`config.mk`:
```
export PLATFORM = sky130hd
export DESIGN_NAME = fp_addsub_param
export DESIGN_NICKNAME = d
export VERILOG_FILES = /design/src/rtl/fpu_pkg.sv /design/src/rtl/fp_lzc.sv /design/src/rtl/fp_addsub_param.sv
export SDC_FILE = /design/constraint.sdc
export NUM_CORES = 1
export LEC_CHECK = 0
export ABC_CLOCK_PERIOD_IN_PS = 6000
export CAP_MARGIN = 20
export CORE_AREA = 3 3 168 252
export CTS_CLUSTER_SIZE = 25
export DETAILED_ROUTE_END_ITERATION = 10
export DIE_AREA = 0 0 171 255
export PLACE_DENSITY = 0.66
export SLEW_MARGIN = 0
export SYNTH_ARGS = -nofsm -noshare
export SYNTH_HDL_FRONTEND = slang
export SYNTH_SLANG_ARGS = --single-unit
```
`constraint.sdc`:
```
create_clock -name clk -period 6 [get_ports clk]
set_input_delay 1.2 -clock clk [delete_from_list [all_inputs] [get_ports clk]]
set_output_delay 1.2 -clock clk [all_outputs]
set_load 0.005 [all_outputs]
```
`src/rtl/fpu_pkg.sv`:
```
// fpu_pkg: shared rounding modes, flag indices, FSM states and canonical NaN for the FPU units
package fpu_pkg;
    typedef enum logic [1:0] {RM_RNE = 2'd0, RM_RTZ = 2'd1, RM_RUP = 2'd2, RM_RDN = 2'd3} rm_e;
    localparam int FLAG_NX = 0;
    localparam int FLAG_UF = 1;
    localparam int FLAG_OF = 2;
    localparam int FLAG_NV = 3;
    typedef enum logic [2:0] {
        S_IDLE, S_UNPACK, S_ALIGN, S_ADD, S_NORM, S_ROUND, S_PACK, S_DONE
    } state_e;
    function automatic logic [63:0] qnan(input int exp_w, input int man_w);
        logic [63:0] r;
        r = ((64'd1 << exp_w) - 64'd1) << man_w;
        r = r | (64'd1 << (man_w - 1));
        return r;
    endfunction
endpackage

```
`src/rtl/fp_lzc.sv`:
```
// fp_lzc: combinational leading-zero counter; returns W for an all-zero input
module fp_lzc #(
    parameter int W  = 27,
    parameter int CW = $clog2(W + 1)
) (
    input  logic [W-1:0]  din,
    output logic [CW-1:0] count
);
    always_comb begin
        count = CW'(W);
        for (int i = 0; i < W; i++)
            if (din[i]) count = CW'(W - 1 - i);
    end
endmodule

```
`src/rtl/fp_addsub_param.sv`:
```
// fp_addsub_param: multi-cycle IEEE-754 add/subtract with parametrised widths,
// four rounding modes, exception flags and a fixed-latency valid/ready handshake
module fp_addsub_param import fpu_pkg::*; #(
    parameter int EXP_W = 8,
    parameter int MAN_W = 23
) (
    input  logic                   clk,
    input  logic                   rst_n,
    input  logic                   in_valid,
    output logic                   in_ready,
    input  logic [EXP_W+MAN_W:0]   in_a,
    input  logic [EXP_W+MAN_W:0]   in_b,
    input  logic                   in_op,
    input  logic [1:0]             in_rm,
    output logic                   out_valid,
    input  logic                   out_ready,
    output logic [EXP_W+MAN_W:0]   out_z,
    output logic [3:0]             out_flags
);
    localparam int W  = 1 + EXP_W + MAN_W;
    localparam int MW = MAN_W + 4;
    localparam int CW = $clog2(MW + 1);
    localparam logic [EXP_W-1:0] EMAX = '1;
    localparam logic [W-1:0] QNAN = W'(qnan(EXP_W, MAN_W));

    state_e state;
    logic [W-1:0] a_r, b_r, spec_z, z_c;
    logic op_r, sl, sub, special, spec_nv, zero_sign, zero_r, nx;
    rm_e rm_r;
    logic [EXP_W-1:0] el, es, ea, eb;
    logic [MAN_W:0] ml, ms, ma, mb;
    logic [MW-1:0] xl, xs, aligned, nm, nm_c;
    logic [MW:0] sum, sum_c;
    logic [EXP_W:0] ne, ne_c, re, re_c;
    logic [MAN_W-1:0] rf, rf_c;
    logic [MAN_W+1:0] rnd;
    logic [CW-1:0] lz;
    logic [31:0] em1, sh;
    logic [3:0] f_c;
    logic sa, sb, za, zb, nan_a, nan_b, inf_a, inf_b, b_big, inc, grs, ovf, to_inf;

    // Unpack: denormals take effective exponent 1 with a clear hidden bit
    always_comb begin
        sa    = a_r[W-1];
        sb    = b_r[W-1] ^ op_r;
        ea    = a_r[W-2:MAN_W] == '0 ? EXP_W'(1) : a_r[W-2:MAN_W];
        eb    = b_r[W-2:MAN_W] == '0 ? EXP_W'(1) : b_r[W-2:MAN_W];
        ma    = {a_r[W-2:MAN_W] != '0, a_r[MAN_W-1:0]};
        mb    = {b_r[W-2:MAN_W] != '0, b_r[MAN_W-1:0]};
        za    = ma == '0;
        zb    = mb == '0;
        nan_a = &a_r[W-2:MAN_W] & |a_r[MAN_W-1:0];
        nan_b = &b_r[W-2:MAN_W] & |b_r[MAN_W-1:0];
        inf_a = &a_r[W-2:MAN_W] & ~|a_r[MAN_W-1:0];
        inf_b = &b_r[W-2:MAN_W] & ~|b_r[MAN_W-1:0];
        b_big = {eb, mb} > {ea, ma};
    end

    always_comb begin
        aligned = 32'(el - es) >= MAN_W + 3 ? {{(MW-1){1'b0}}, |ms}
                : ({ms, 3'b000} >> (el - es))
                  | {{(MW-1){1'b0}}, |({ms, 3'b000} & ~({MW{1'b1}} << (el - es)))};
        sum_c   = sub ? {1'b0, xl} - {1'b0, xs} : {1'b0, xl} + {1'b0, xs};
    end

    fp_lzc #(.W(MW)) u_lzc (.din(sum[MW-1:0]), .count(lz));

    // Normalise: left shift is clamped so the exponent never falls below 1
    always_comb begin
        em1  = 32'(el) - 32'd1;
        sh   = 32'(lz) < em1 ? 32'(lz) : em1;
        nm_c = sum[MW] ? {sum[MW:2], sum[1] | sum[0]} : sum[MW-1:0] << sh;
        ne_c = sum[MW] ? {1'b0, el} + (EXP_W+1)'(1) : (EXP_W+1)'(32'(el) - sh);
    end

    always_comb begin
        grs  = nm[2] | nm[1] | nm[0];
        inc  = rm_r == RM_RNE ? nm[2] & (nm[1] | nm[0] | nm[3])
             : rm_r == RM_RTZ ? 1'b0
             : rm_r == RM_RUP ? grs & ~sl : grs & sl;
        rnd  = {1'b0, nm[MW-1:3]} + (MAN_W+2)'(inc);
        re_c = rnd[MAN_W+1] ? ne + (EXP_W+1)'(1) : rnd[MAN_W] ? ne : '0;
        rf_c = rnd[MAN_W+1] ? rnd[MAN_W:1] : rnd[MAN_W-1:0];
    end

    always_comb begin
        ovf    = re >= {1'b0, EMAX};
        to_inf = rm_r == RM_RNE | (rm_r == RM_RUP & ~sl) | (rm_r == RM_RDN & sl);
        z_c    = special ? spec_z
               : zero_r ? {zero_sign, {(W-1){1'b0}}}
               : ovf ? (to_inf ? {sl, EMAX, {MAN_W{1'b0}}} : {sl, EMAX - EXP_W'(1), {MAN_W{1'b1}}})
               : {sl, re[EXP_W-1:0], rf};
        f_c    = special ? {spec_nv, 3'b000}
               : zero_r ? 4'b0000 : {1'b0, ovf, ~|re & nx, nx | ovf};
    end

    always_ff @(posedge clk or negedge rst_n) begin
        if (!rst_n) begin
            state     <= S_IDLE;
            in_ready  <= 1'b1;
            out_valid <= 1'b0;
            out_z     <= '0;
            out_flags <= '0;
        end else begin
            case (state)
                S_IDLE: if (in_valid) begin
                    state    <= S_UNPACK;
                    in_ready <= 1'b0;
                end
                S_PACK: begin
                    state     <= S_DONE;
                    out_valid <= 1'b1;
                    out_z     <= z_c;
                    out_flags <= f_c;
                end
                S_DONE: if (out_ready) begin
                    state     <= S_IDLE;
                    out_valid <= 1'b0;
                    in_ready  <= 1'b1;
                end
                default: state <= state_e'(state + 3'd1);
            endcase
        end
    end

    always_ff @(posedge clk) begin
        case (state)
            S_IDLE: if (in_valid && in_ready) begin
                a_r  <= in_a;
                b_r  <= in_b;
                op_r <= in_op;
                rm_r <= rm_e'(in_rm);
            end
            S_UNPACK: begin
                sl        <= b_big ? sb : sa;
                sub       <= sa ^ sb;
                el        <= b_big ? eb : ea;
                es        <= b_big ? ea : eb;
                ml        <= b_big ? mb : ma;
                ms        <= b_big ? ma : mb;
                special   <= nan_a | nan_b | inf_a | inf_b;
                spec_nv   <= nan_a | nan_b | (inf_a & inf_b & (sa ^ sb));
                spec_z    <= (nan_a | nan_b | (inf_a & inf_b & (sa ^ sb))) ? QNAN
                           : inf_a ? {sa, EMAX, {MAN_W{1'b0}}} : {sb, EMAX, {MAN_W{1'b0}}};
                zero_sign <= (za & zb & ~(sa ^ sb)) ? sa : rm_r == RM_RDN;
            end
            S_ALIGN: begin
                xl <= {ml, 3'b000};
                xs <= aligned;
            end
            S_ADD: sum <= sum_c;
            S_NORM: begin
                nm     <= nm_c;
                ne     <= ne_c;
                zero_r <= sum == '0;
            end
            S_ROUND: begin
                re <= re_c;
                rf <= rf_c;
                nx <= grs;
            end
            default: ;
        endcase
    end
endmodule

```
==> results.tsv, run 1 <==
stage	metric	value	unit
outcome	status	finished clean	
sta	Slew @ Worst Pin	1.15	ns
die	die width	171	µm
yosys	Ys Warns	0	
worst_setup_path	Crit Path Class	flip-flop to flip-flop	
final_layout	Multi-input gate area	9610	µm²
sta	clock skew	0.0224	ns
die	Die Ht	255	µm
sta	RSZ-0062 raised after global routing	false	
clock_network	buffers inserted by post-CTS timing repair	0	
die	Rows	90	
detailed_routing	antenna-violating nets left	0	
sta	worst hold margin	0.415	ns
yosys	Syn Inst Count	1921	
yosys	Post-Syn Area	20100	µm²
power	Seq pwr share	0.346	
sta	fin crit share	0.911	
yosys	Mapped Nets	2108	
global_routing	initial antenna violation count	0	
global_routing	vias in the first global route	15200	
worst_setup_path	critical path arrival	5.74	ns
global_routing	largest net degree at the start of global routing	68	
placed_design	# port buffers	108	
final_layout	FF+latch area	9650	µm²
clock_network	CTS root buf	clkbuf_16	
detailed_routing	DR iter-0 viols	883	
power	Pwr Density	485	nW/µm²
power	Sw Ratio	0.400	
yosys	Area contributors post-synth	edfxtp_1, ha_1, dfrtp_1	
min_path	Hold WC Path Type	flip-flop to flip-flop	
power	clock group share of total power	0.193	
placed_design	gp weighted congestion	0.915	
detailed_routing	DRC	0	
clock_network	CTS resizes	0	
yosys	syn avg cell area	10.4	µm²
sta	Setup WS post-layout	0.533	ns
worst_setup_path	Startpoint Class	flip-flop	
power	maximum vdd drop	0.260	mV
yosys	Unique masters post-synth	91	
detailed_routing	Pre-Repair DR Iteration Count	6	
detailed_routing	routed wire length	50400	µm
sta	maximum clock frequency	183	MHz
power	Int Power	6.61	mW
sta	Tmin final	5.47	ns
clock_network	CTS clk-pin slew, worst paths	0.06	ns
clock_network	clock buffer depth	3	
worst_setup_path	Data required, critical path	6.28	ns
final_layout	fin nets	2193	
yosys	Yosys reg bits	328	
worst_setup_path	Critical Path Sink Type	flip-flop	
yosys	FFs w/ async S/R, synth	0.125	
sta	setup TNS	0	ns
worst_setup_path	worst-path fanout max	11	
placed_design	Post-DP HPWL	39600	µm
sta	final setup vio count	0	
clock_network	total CTS buffers	34	
power	P_sw	4.42	mW
yosys	area fraction of the dominant cell type after synthesis	0.430	
yosys	area leader, netlist	edfxtp_1	
detailed_routing	via count	15000	
sta	Final Hold Fails	0	
die	io pins	109	
detailed_routing	WL per Instance	19.9	µm
placed_design	dpl ws	0.393	ns
global_routing	first-pass GRT wire length	78300	µm
power	overall power	11.0	mW
clock_network	Clk Latency, worst-skew pair	0.52	ns
final_layout	Area Growth Syn to Fin	13.6	%
global_routing	residual overflow from global routing	0	
yosys	Post-synth top flop	edfxtp_1	
clock_network	cts hold-fix bufs	0	
power	combinational group share of total power	0.461	
die	Starting Density	0.497	
power	Static Leak	8.80	nW
die	Core Region	40300	µm²
yosys	number of flops mapped to enable cells by yosys	287	
die	die area	43600	µm²
detailed_routing	Vias/cell	5.93	
sta	max-slew violation total from the final report	0	
yosys	Seq/Total Area, Yosys	0.481	
job	max_cap viols	0	
clock_network	htree depth	2	
sta	Max-slew headroom	0.220	
final_layout	fillers	3470	
global_routing	all-layer global routing usage	0.228	
final_layout	layout cell share with drive strength beyond 1	0.100	
clock_network	clock sinks	328	
clock_network	CTS tree	yes	
-- sequential cells by signal (all words and copies together), names as in the netlist, 23 cells and up --
register / cells
a_r: 32
b_r: 32
out_z: 32
sum: 28
nm: 27
xs: 27
ml: 24
ms: 24
xl: 24
rf: 23
-- layout make-up --
class,count,area share
diodes,1,0.000110
clock buffers,42,0.0410
clock inverters,18,0.00808
inverters,126,0.0208
multi-input cells,1380,0.422
flip-flops and latches,328,0.424
well taps,506,0.0278
repair buffers,136,0.0565
-- per-stage QoR --
stage	utilization	instance area (µm²)	std cells
after floorplan	-	20100	1921
after global placement	0.537	21600	2476
after detailed placement	0.537	21600	2476
after CTS	0.565	22800	2536
after global routing	0.565	22800	2536
final	0.565	22800	2537
-- Yosys cell counts, drive strengths merged, types with 41 or more instances --
master  number
mux2        73
nor2       201
o21ai      113
ha         113
a21oi      141
nand2      142
nand3       48
nor3        45
inv        126
edfxtp     287
xnor2       41
clkbuf      64
mux2i       74
-- critical path, stage by stage (launching register included) --
cell	delay [ns]
edfxtp_1	0.50
nor4_1	0.52
nand2_1	0.12
a31oi_1	0.48
ha_1	0.27
a211oi_1	0.11
a211oi_1	0.30
o21ai_0	0.17
a31oi_1	0.17
buf_4	0.24
mux2i_4	0.42
inv_2	0.09
ha_1	0.30
nand2_1	0.11
inv_1	0.06
ha_1	0.27
a21o_1	0.18
a21oi_1	0.22
o21bai_1	0.09
a21oi_1	0.23
o21bai_1	0.09
a21oi_1	0.18
xnor2_1	0.08
-- path summary, 6_finish.rpt --
kind                       startpoint        end  slack, ns  depth (start not counted)
max reg2reg                   sum[26]      ne[7]       0.53                         22
max in group asynchronous       rst_n   out_z[6]       4.62                          1
min                            ml[23]     xl[26]       0.41                          0
max                           sum[26]      ne[7]       0.53                         22
min in group asynchronous       rst_n  out_valid       0.81                          1
min reg2reg                    ml[23]     xl[26]       0.41                          0
-- power by group through the flow --
stage	clock network (mW)	logic, mW	registers, mW
after global placement	0	5.00	3.83
after global routing	2.26	5.57	3.88
final	2.13	5.09	3.82
after CTS	2.18	5.04	3.81
after detailed placement	0	5.02	3.86
after floorplan	0	3.58	3.73
-- kinds of logic after synthesis --
group           count (synthesis)  share of synthesized area
simple gates                  586                      0.136
flops                         328                      0.481
mux                           161                     0.0953
buf+inv                       213                     0.0426
xor+xnor                       63                     0.0275
compound gates                454                      0.144
fa+ha+maj                     116                     0.0735
-- routing by layer --
metal / GRT usage / part of all wire / wire [µm] / vias to the layer above
met3: 0.0227 / 0.032 / 1600 / 178
met5: 0 / 0 / 0 / -
met1: 0.215 / 0.34 / 17100 / 7150
met4: 0.166 / 0.086 / 4310 / 0
li1: - / - / - / 7274
met2: 0.445 / 0.54 / 27400 / 439
-- layout by cell type, fill, tap and decap left out, types with 12 or more instances in the layout --
cell and instances:
a21oi_1 141, or3_1 12, a31oi_1 19, nand4_1 25, edfxtp_1 287, nand2_1 142, nor3_1 42, mux4_2 14
o21bai_1 20, nor2_1 201, dfrtp_1 40, nor2b_1 15, inv_1 124, ha_1 113, clkdlybuf4s50_1 107, mux2i_1 72
a211oi_1 17, o31ai_1 14, nor4_1 28, clkbuf_16 36, nand2b_1 22, buf_4 28, o21ai_0 107, xnor2_1 39
nand3_1 48, mux2_2 70, a21o_1 21, xor2_1 21
(Power assumes the default switching activity.)
==> inputs of run 2 (changes only) <==
--- a/config.mk
+++ b/config.mk
@@ -16,3 +16,4 @@
 export SYNTH_ARGS = -nofsm -noshare
 export SYNTH_HDL_FRONTEND = slang
 export SYNTH_SLANG_ARGS = --single-unit
+export TNS_END_PERCENT = 50
==> results of run 2 <==
The final DEF is identical to that of run 1; final timing and power are the same.
